$ cat config.mk
export PLATFORM = sky130hd
export DESIGN_NAME = ahb_rr_arbiter
export DESIGN_NICKNAME = d
export VERILOG_FILES = /design/src/rtl/ahb_rr_arbiter.sv
export SDC_FILE = /design/constraint.sdc
export NUM_CORES = 1
export LEC_CHECK = 0
export ABC_AREA = 0
export CORE_AREA = 3 3 175 177
export CTS_BUF_LIST = sky130_fd_sc_hd__clkbuf_16
export CTS_CLUSTER_SIZE = 30
export DETAILED_ROUTE_END_ITERATION = 16
export DIE_AREA = 0 0 178 180
export HOLD_SLACK_MARGIN = 0.08
export SLEW_MARGIN = 40
export SYNTH_ARGS = -nofsm -noshare
export SYNTH_HDL_FRONTEND = slang
export SYNTH_SLANG_ARGS = --single-unit
$ cat constraint.sdc
create_clock -name hclk -period 3 [get_ports hclk]
set_clock_uncertainty 0.2 [all_clocks]
set_input_delay 0.3 -clock hclk [delete_from_list [all_inputs] [get_ports hclk]]
set_output_delay 0.3 -clock hclk [all_outputs]
set_load 0.05 [all_outputs]
$ cat src/rtl/ahb_rr_arbiter.sv
// Round-robin AHB-Lite arbiter and bus multiplexer.
// Shares one subordinate port between NUM_MASTERS managers, holds the grant
// for whole fixed-length bursts and routes write data from the data-phase owner.
module ahb_rr_arbiter #(
  parameter int ADDR_WIDTH  = 32,
  parameter int DATA_WIDTH  = 32,
  parameter int NUM_MASTERS = 4
) (
  input  logic                             hclk,
  input  logic                             hresetn,
  input  logic [NUM_MASTERS-1:0]           m_hbusreq,
  input  logic [NUM_MASTERS*ADDR_WIDTH-1:0] m_haddr,
  input  logic [NUM_MASTERS*2-1:0]         m_htrans,
  input  logic [NUM_MASTERS-1:0]           m_hwrite,
  input  logic [NUM_MASTERS*3-1:0]         m_hburst,
  input  logic [NUM_MASTERS*3-1:0]         m_hsize,
  input  logic [NUM_MASTERS*DATA_WIDTH-1:0] m_hwdata,
  output logic [NUM_MASTERS-1:0]           m_hgrant,
  output logic [ADDR_WIDTH-1:0]            haddr,
  output logic [1:0]                       htrans,
  output logic                             hwrite,
  output logic [2:0]                       hburst,
  output logic [2:0]                       hsize,
  output logic [DATA_WIDTH-1:0]            hwdata,
  input  logic                             hready,
  input  logic [1:0]                       hresp,
  input  logic [DATA_WIDTH-1:0]            hrdata,
  output logic                             m_hready,
  output logic [1:0]                       m_hresp,
  output logic [DATA_WIDTH-1:0]            m_hrdata,
  output logic [2:0]                       owner_id,
  output logic                             busy
);

  typedef enum logic {
    PARK  = 1'b0,
    OWNED = 1'b1
  } state_t;

  localparam logic [1:0] TRANS_IDLE   = 2'b00;
  localparam logic [1:0] TRANS_NONSEQ = 2'b10;

  state_t                  state_q, state_d;
  logic [2:0]              owner_q, owner_d;
  logic [2:0]              ptr_q, ptr_d;
  logic [2:0]              data_owner_q, data_owner_d;
  logic                    data_valid_q, data_valid_d;
  logic [3:0]              beat_cnt_q, beat_cnt_d;
  logic [NUM_MASTERS-1:0]  grant_q, grant_d;

  logic [ADDR_WIDTH-1:0]   own_addr;
  logic [1:0]              own_trans;
  logic                    own_write;
  logic [2:0]              own_burst;
  logic [2:0]              own_size;
  logic                    own_req;
  logic [DATA_WIDTH-1:0]   wdata_mux;

  logic [2:0]              base;
  logic                    found;
  logic [2:0]              winner;
  logic [NUM_MASTERS-1:0]  winner_oh;

  logic                    beat_acc;
  logic                    is_incr;
  logic [3:0]              burst_last;
  logic [3:0]              cnt_next;
  logic                    final_beat;
  logic                    arb_point;

  // Remaining beats after the NONSEQ beat; INCR has no fixed end so it loads zero.
  function automatic logic [3:0] burst_len_m1(input logic [2:0] burst);
    case (burst)
      3'd2, 3'd3: burst_len_m1 = 4'd3;
      3'd4, 3'd5: burst_len_m1 = 4'd7;
      3'd6, 3'd7: burst_len_m1 = 4'd15;
      default:    burst_len_m1 = 4'd0;
    endcase
  endfunction

  // Select the address-phase owner's request and control fields, and the data-phase owner's write data.
  always_comb begin
    own_addr  = '0;
    own_trans = TRANS_IDLE;
    own_write = 1'b0;
    own_burst = 3'd0;
    own_size  = 3'd0;
    own_req   = 1'b0;
    wdata_mux = '0;
    for (int i = 0; i < NUM_MASTERS; i++) begin
      if (owner_q == 3'(i)) begin
        own_addr  = m_haddr[i*ADDR_WIDTH +: ADDR_WIDTH];
        own_trans = m_htrans[i*2 +: 2];
        own_write = m_hwrite[i];
        own_burst = m_hburst[i*3 +: 3];
        own_size  = m_hsize[i*3 +: 3];
        own_req   = m_hbusreq[i];
      end
      if (data_valid_q && (data_owner_q == 3'(i))) begin
        wdata_mux = m_hwdata[i*DATA_WIDTH +: DATA_WIDTH];
      end
    end
  end

  // Cyclic search for the first requester after the current owner (or the pointer when parked); the base itself is tried last.
  always_comb begin
    base      = (state_q == OWNED) ? owner_q : ptr_q;
    found     = 1'b0;
    winner    = 3'd0;
    winner_oh = '0;
    for (int k = 1; k <= NUM_MASTERS; k++) begin
      for (int i = 0; i < NUM_MASTERS; i++) begin
        if (!found && m_hbusreq[i] && (i == ((int'(base) + k) % NUM_MASTERS))) begin
          found        = 1'b1;
          winner       = 3'(i);
          winner_oh[i] = 1'b1;
        end
      end
    end
  end

  // Beat acceptance, burst counting and detection of the arbitration point.
  always_comb begin
    beat_acc   = (state_q == OWNED) && hready && own_trans[1];
    is_incr    = (own_burst == 3'd1);
    burst_last = burst_len_m1(own_burst);
    if (own_trans == TRANS_NONSEQ) begin
      cnt_next = burst_last;
    end else if (beat_cnt_q == 4'd0) begin
      cnt_next = 4'd0;
    end else begin
      cnt_next = beat_cnt_q - 4'd1;
    end
    final_beat = beat_acc && !is_incr && (cnt_next == 4'd0);
    arb_point  = (state_q == OWNED) && hready &&
                 (final_beat ||
                  ((own_trans == TRANS_IDLE) && !own_req) ||
                  (beat_acc && is_incr && !own_req) ||
                  (hresp != 2'b00));
  end

  // Next-state logic; a wait state (hready low) holds every register.
  always_comb begin
    state_d      = state_q;
    owner_d      = owner_q;
    ptr_d        = ptr_q;
    data_owner_d = data_owner_q;
    data_valid_d = data_valid_q;
    beat_cnt_d   = beat_cnt_q;
    grant_d      = grant_q;
    if (hready) begin
      data_valid_d = beat_acc;
      if (beat_acc) begin
        beat_cnt_d   = cnt_next;
        data_owner_d = owner_q;
      end
      case (state_q)
        PARK: begin
          if (found) begin
            state_d = OWNED;
            owner_d = winner;
            ptr_d   = winner;
            grant_d = winner_oh;
          end
        end
        OWNED: begin
          if (arb_point) begin
            if (found) begin
              owner_d = winner;
              ptr_d   = winner;
              grant_d = winner_oh;
            end else begin
              state_d = PARK;
              grant_d = '0;
            end
          end
        end
        default: begin
          state_d = PARK;
          grant_d = '0;
        end
      endcase
    end
  end

  // Arbiter registers; reset parks the bus with manager 0 next in line.
  always_ff @(posedge hclk or negedge hresetn) begin
    if (!hresetn) begin
      state_q      <= PARK;
      owner_q      <= 3'd0;
      ptr_q        <= 3'(NUM_MASTERS - 1);
      data_owner_q <= 3'd0;
      data_valid_q <= 1'b0;
      beat_cnt_q   <= 4'd0;
      grant_q      <= '0;
    end else begin
      state_q      <= state_d;
      owner_q      <= owner_d;
      ptr_q        <= ptr_d;
      data_owner_q <= data_owner_d;
      data_valid_q <= data_valid_d;
      beat_cnt_q   <= beat_cnt_d;
      grant_q      <= grant_d;
    end
  end

  // Drive the shared bus from the owner, forcing IDLE when no grant is held, and pass the response through.
  always_comb begin
    busy     = (state_q == OWNED);
    owner_id = owner_q;
    m_hgrant = grant_q;
    haddr    = busy ? own_addr  : '0;
    htrans   = busy ? own_trans : TRANS_IDLE;
    hwrite   = busy ? own_write : 1'b0;
    hburst   = busy ? own_burst : 3'd0;
    hsize    = busy ? own_size  : 3'd0;
    hwdata   = wdata_mux;
    m_hready = hready;
    m_hresp  = hresp;
    m_hrdata = hrdata;
  end

endmodule

# Word-level counts from Yosys, hierarchy flattened

Index checks and enable logic that the tools add are counted.

Add/sub/neg operators: 5
Equal/unequal tests: 28
Muxes and demuxes: 96
Bitwise logic cells: 5
Reductions and logical operators: 83

Operator list:

| operator                                                            | number |
|---|---|
| 32-bit two-way mux                                                  | 9 |
| 32-bit zero test                                                    | 4 |
| 3-bit two-way mux                                                   | 28 |
| 1-bit logical AND                                                   | 43 |
| 1-bit two-way mux                                                   | 43 |
| 3-bit == test (first input constant)                                | 8 |
| 4-bit two-way mux                                                   | 5 |
| 3-bit by 2-bit == test with 1-bit output (second input constant)    | 6 |
| 1-bit zero test                                                     | 17 |
| 2-bit OR reduction                                                  | 7 |
| 2-bit by 3-bit == test with 1-bit output (first input constant)     | 4 |
| 3-bit == test (second input constant)                               | 4 |
| 2-bit two-way mux                                                   | 6 |
| 3-bit case mux with 2 select lines                                  | 2 |
| 4-bit case mux with 3 select lines                                  | 1 |
| 3-bit by 1-bit == test with 1-bit output (second input constant)    | 3 |
| 4-bit zero test                                                     | 2 |
| 4-bit case mux with 2 select lines                                  | 1 |
| 3-bit zero test                                                     | 2 |
| 2-bit by 1-bit adder with 2-bit output (second input constant)      | 2 |
| 2-bit adder (second input constant)                                 | 2 |
| 1-bit bitwise AND (first input constant)                            | 4 |
| 2-bit AND reduction                                                 | 2 |
| 4-bit by 1-bit subtractor with 4-bit output (second input constant) | 1 |
| 9 further kinds                                                     | 11 |

Register bits: 19
Word-level logic and storage cells: 224

# Longest topological paths before layout

Depth after elaboration: 70
Gate-level depth with buffers: 7
Mapped depth without buffers: 6

# Worst setup path after synthesis

Ideal clock, no wire load.

Path kind: flip-flop to output port
Start: register owner_q[0], in the netlist owner_id[0]
End: output port haddr[15]
Data arrival time: 2.559 ns
Setup slack: -0.059 ns
Stages on the path, launching flop included: 6
Buffers on the path: 3
Cell sequence: dfrtp_1 > buf_6 > buf_2 > buf_1 > mux4_2 > and2_1

Longest elaborated chain between the ends: 6

Ends and longest elaborated chain:

| item                             | line | source |
|---|---|---|
| from (decl)                      | 44   | `logic [2:0] owner_q, owner_d;` |
| from (signal assigned)           | 198  | `owner_q <= owner_d;` |
| 3-bit zero test                  | 91   | `if (owner_q == 3'(i)) begin` |
| 32-bit two-way mux (3 in series) | 91   |  |
| 32-bit two-way mux *             | 91   |  |
| 32-bit two-way mux *             | 212  | `haddr = busy ? own_addr : '0;` |
| to (decl)                        | 19   | `output logic [ADDR_WIDTH-1:0] haddr,` |

Every way passes the cells marked *; elsewhere a longest branch is shown, timed or not.

# Worst setup path in the final report

Start: input port m_hburst[1]
End: register owner_q[0], in the netlist owner_id[0]

Longest elaborated chain between the ends: 16

Ends and longest elaborated chain:

| item                                                                      | line | source |
|---|---|---|
| from (decl)                                                               | 15   | `input logic [NUM_MASTERS*3-1:0] m_hburst,` |
| 3-bit two-way mux * (4 in series)                                         | 91   |  |
| 3-bit == test or 3-bit by 2-bit == test with 1-bit output (tied branches) | 73   | `case (burst)` |
| 2-bit OR reduction                                                        | 73   |  |
| 4-bit case mux with 3 select lines                                        | 73   |  |
| 4-bit two-way mux                                                         | 127  | `if (own_trans == TRANS_NONSEQ) begin` |
| 4-bit zero test                                                           | 134  | `final_beat = beat_acc && !is_incr && (cnt_next == 4'd0);` |
| 1-bit logical AND                                                         | 134  |  |
| 1-bit logical OR                                                          | 136  | `(final_beat \|\|` |
| 1-bit logical OR *                                                        | 137  | `((own_trans == TRANS_IDLE) && !own_req) \|\|` |
| 1-bit logical OR *                                                        | 138  | `(beat_acc && is_incr && !own_req) \|\|` |
| 1-bit logical AND *                                                       | 135  | `arb_point = (state_q == OWNED) && hready &&` |
| 2-bit by 1-bit inequality test with 1-bit output (no line) *              | --   |  |
| 2-bit AND reduction (no line) *                                           | --   |  |

Marked as above.
A chain may end at the register's enable or synchronous reset.

==> out/results.txt <==
Status - completed
Crit-path max cell delay - 0.53 ns
Synth Cell Area - 3497 um^2
Leading cell types by count after synthesis - mux4_2 (74), and2_1 (73), buf_4 (36), clkbuf_1 (20), dfrtp_1 (14)
Critical Path Start Type - primary input
Share of the synthesized area in the top cell type - 47.66%
CTS Sinks - 16
Buf/Inv on CP - 1
Fmax - 0.3716 GHz
Share of post-route cells with drive strength above 1 - 28.22%
Starting Density - 11.89%
Die area - 32040 um^2
RSZ-0062 raised after global routing - no
Row Count - 63
Post-route cell area - 7836 um^2
Mapped Avg Cell Area - 11.14 um^2
#FFs+latches synth - 16
Pin count of the biggest net entering global routing - 43
IO Pins - 449
Area contributors post-synth - mux4_2 (48%), and2_1 (13%), dfrtp_1 (10%)
Max clock buf depth - 2
Clock transition at path regs - 0.05 ns
Number of max-cap violations - 0
Utilization after layout - 26.65%
Dpl cells - 1031
Final hold slack - 0.2742 ns
Wire length per cell - 19.24 um
Total negative slack - 0 ns
Worst Max-Slew Pin Slew - 0.6919 ns
Finished Layout Cells - 1035
DRT antenna net count - 0
Slew HR - 53.73%
Port Buffers - 383
First-pass GRT wire length - 27640 um
TritonCTS Buffers - 3
Vias in the first global route - 4323
Crit Path Category - in2reg
Cell Pwr Density - 897.5 nW/um^2
Peak supply drop - 0.4375 mV
# Post-CTS Setup Buffers - 0
Post-synthesis sequential area ratio - 11.52%
Post-CTS Resized - 0
Worst path slowest cell - mux4_2
H-Tree Level Count - 1
Cell Area, Placed - 7754 um^2
Clk root buf - clkbuf_16
Core footprint - 29400 um^2
Predominant post-synthesis flop cell - dfrtp_1
Min setup slack post-route - 0.3086 ns
Crit. End Element - flop
Gpl congestion - 0.8219
Critical Path Fanout Max - 5
Crit share post-route - 89.71%
CTS Hold Buffers Added - 0
Worst-path cell chain - clkdlybuf4s50_1, mux4_2, or2_2, mux2i_1, and4_4, o211a_4, mux2_4
Hold Vio Cnt, Final - 0
Length of the first detailed-routing pass in iterations - 4
Ys async rst share - 100.0%
Count leader, synth - mux4_2
# diodes - 0
GRT Resource Usage Total - 11.42%
CTS tree - built
Pre-CTS setup slack - 0.05656 ns
Static Leakage - 2.861 nW
Residual DRC - 0
Syn-to-layout area delta - 124.1%
Cells after synthesis - 314
EDFF count, synth - 0
Initial antenna violation count - 0
Total wire length - 19920 um
Yosys warns - 0
Final Setup Violations - 0
CP Data Required Time - 2.93 ns
Fin. max-slew vios - 0
Arrival time at the worst endpoint - 2.62 ns
DR iter-0 viols - 148
Count of different cell masters after synthesis - 39
Crit path max-delay family - multiplexers
Pwr Total - 7.033 mW
Detail Placement HPWL - 17660 um
Die width - 178 um
Tmin final - 2.691 ns
Layout Nets - 979
GRT Residual Overflow - 0
Drt via density - 3.900
Clk_lat worst skew - 0.24 ns
Syn Nets - 647
Hold Crit Class - in2async
Cell taking the most area after synthesis - mux4_2
Die height - 180 um
DR vias - 4037
-- sequential cells by signal, summed over array words and instances, names as in the netlist --
name / flops
ptr_q: 2
beat_cnt_q: 4
busy: 1
data_valid_q: 1
data_owner_q: 2
m_hgrant: 4
owner_id: 2
-- final timing paths --
path	startpoint	end	slack (ns)	cells past startpoint
worst max-delay path	m_hburst[1]	owner_id[0]	0.31	7
worst min-delay path	hresetn	m_hgrant[0]	0.27	1
worst max register to register	owner_id[0]	owner_id[0]	0.31	6
worst min register to register	m_hgrant[1]	m_hgrant[1]	0.29	1
max in group asynchronous	hresetn	owner_id[0]	1.81	1
min in group hclk	m_hgrant[1]	m_hgrant[1]	0.29	1
-- metal layers --
layer / track usage (%) / part of all wire [%] / vias to the layer above
li1: - / - / 1836
met1: 15.27 / 43 / 1944
met2: 19.07 / 46 / 249
met3: 2.957 / 10 / 8
met4: 1.225 / 0.75 / 0
met5: 0 / 0 / -
-- power breakdown --
group | internal [mW] | switching, mW | leakage [nW]
registers | 0.324 | 0.154 | 0.189
clock network | 0.176 | 0.0791 | 0.0385
logic | 2.92 | 3.38 | 2.63
total | 3.42 | 3.61 | 2.86
-- placed cells by master (no fill, tap or decap), types with 2 or more instances in the layout --
cell	Yosys	routed
clkdlybuf4s50_1	0	310
mux4_2	74	74
and2_1	73	73
buf_4	36	50
buf_12	0	34
nand2_1	13	13
o21ai_0	13	13
dfrtp_1	14	10
nor2_1	8	8
nand3_1	6	6
a21oi_1	6	6
mux2_4	5	5
mux2_2	3	3
mux2i_1	4	3
o2bb2ai_1	3	3
dfrtp_2	0	3
clkbuf_16	0	3
o22a_1	2	2
o2111ai_1	2	2
dfstp_2	2	2
-- layout make-up --
| cell class | count | area, um^2 |
|---|---|---|
| Fill cell | 3073 | 21570 |
| Timing Repair Buffer | 394 | 4159 |
| Multi-Input combinational cell | 230 | 2696 |
| Tap cell | 390 | 488.0 |
| Sequential cell | 16 | 410.4 |
| Clock buffer | 3 | 75.07 |
| Clock inverter | 1 | 3.754 |
| Inverter | 1 | 3.754 |
-- cell families (layout without fill, tap and decap cells) --
kind of cell | count (synthesis) | after routing | synth area share, %
AND/OR/NAND/NOR | 109 | 109 | 18.25
multiplexers | 86 | 86 | 51.91
buffers and inverters | 68 | 399 | 11.48
AO/OA/AOI/OAI | 33 | 33 | 6.477
flip-flops | 16 | 16 | 11.52
other | 1 | 1 | 0.1072
XOR/XNOR | 1 | 1 | 0.2505
Note: power is estimated with default switching activity, not from simulation.
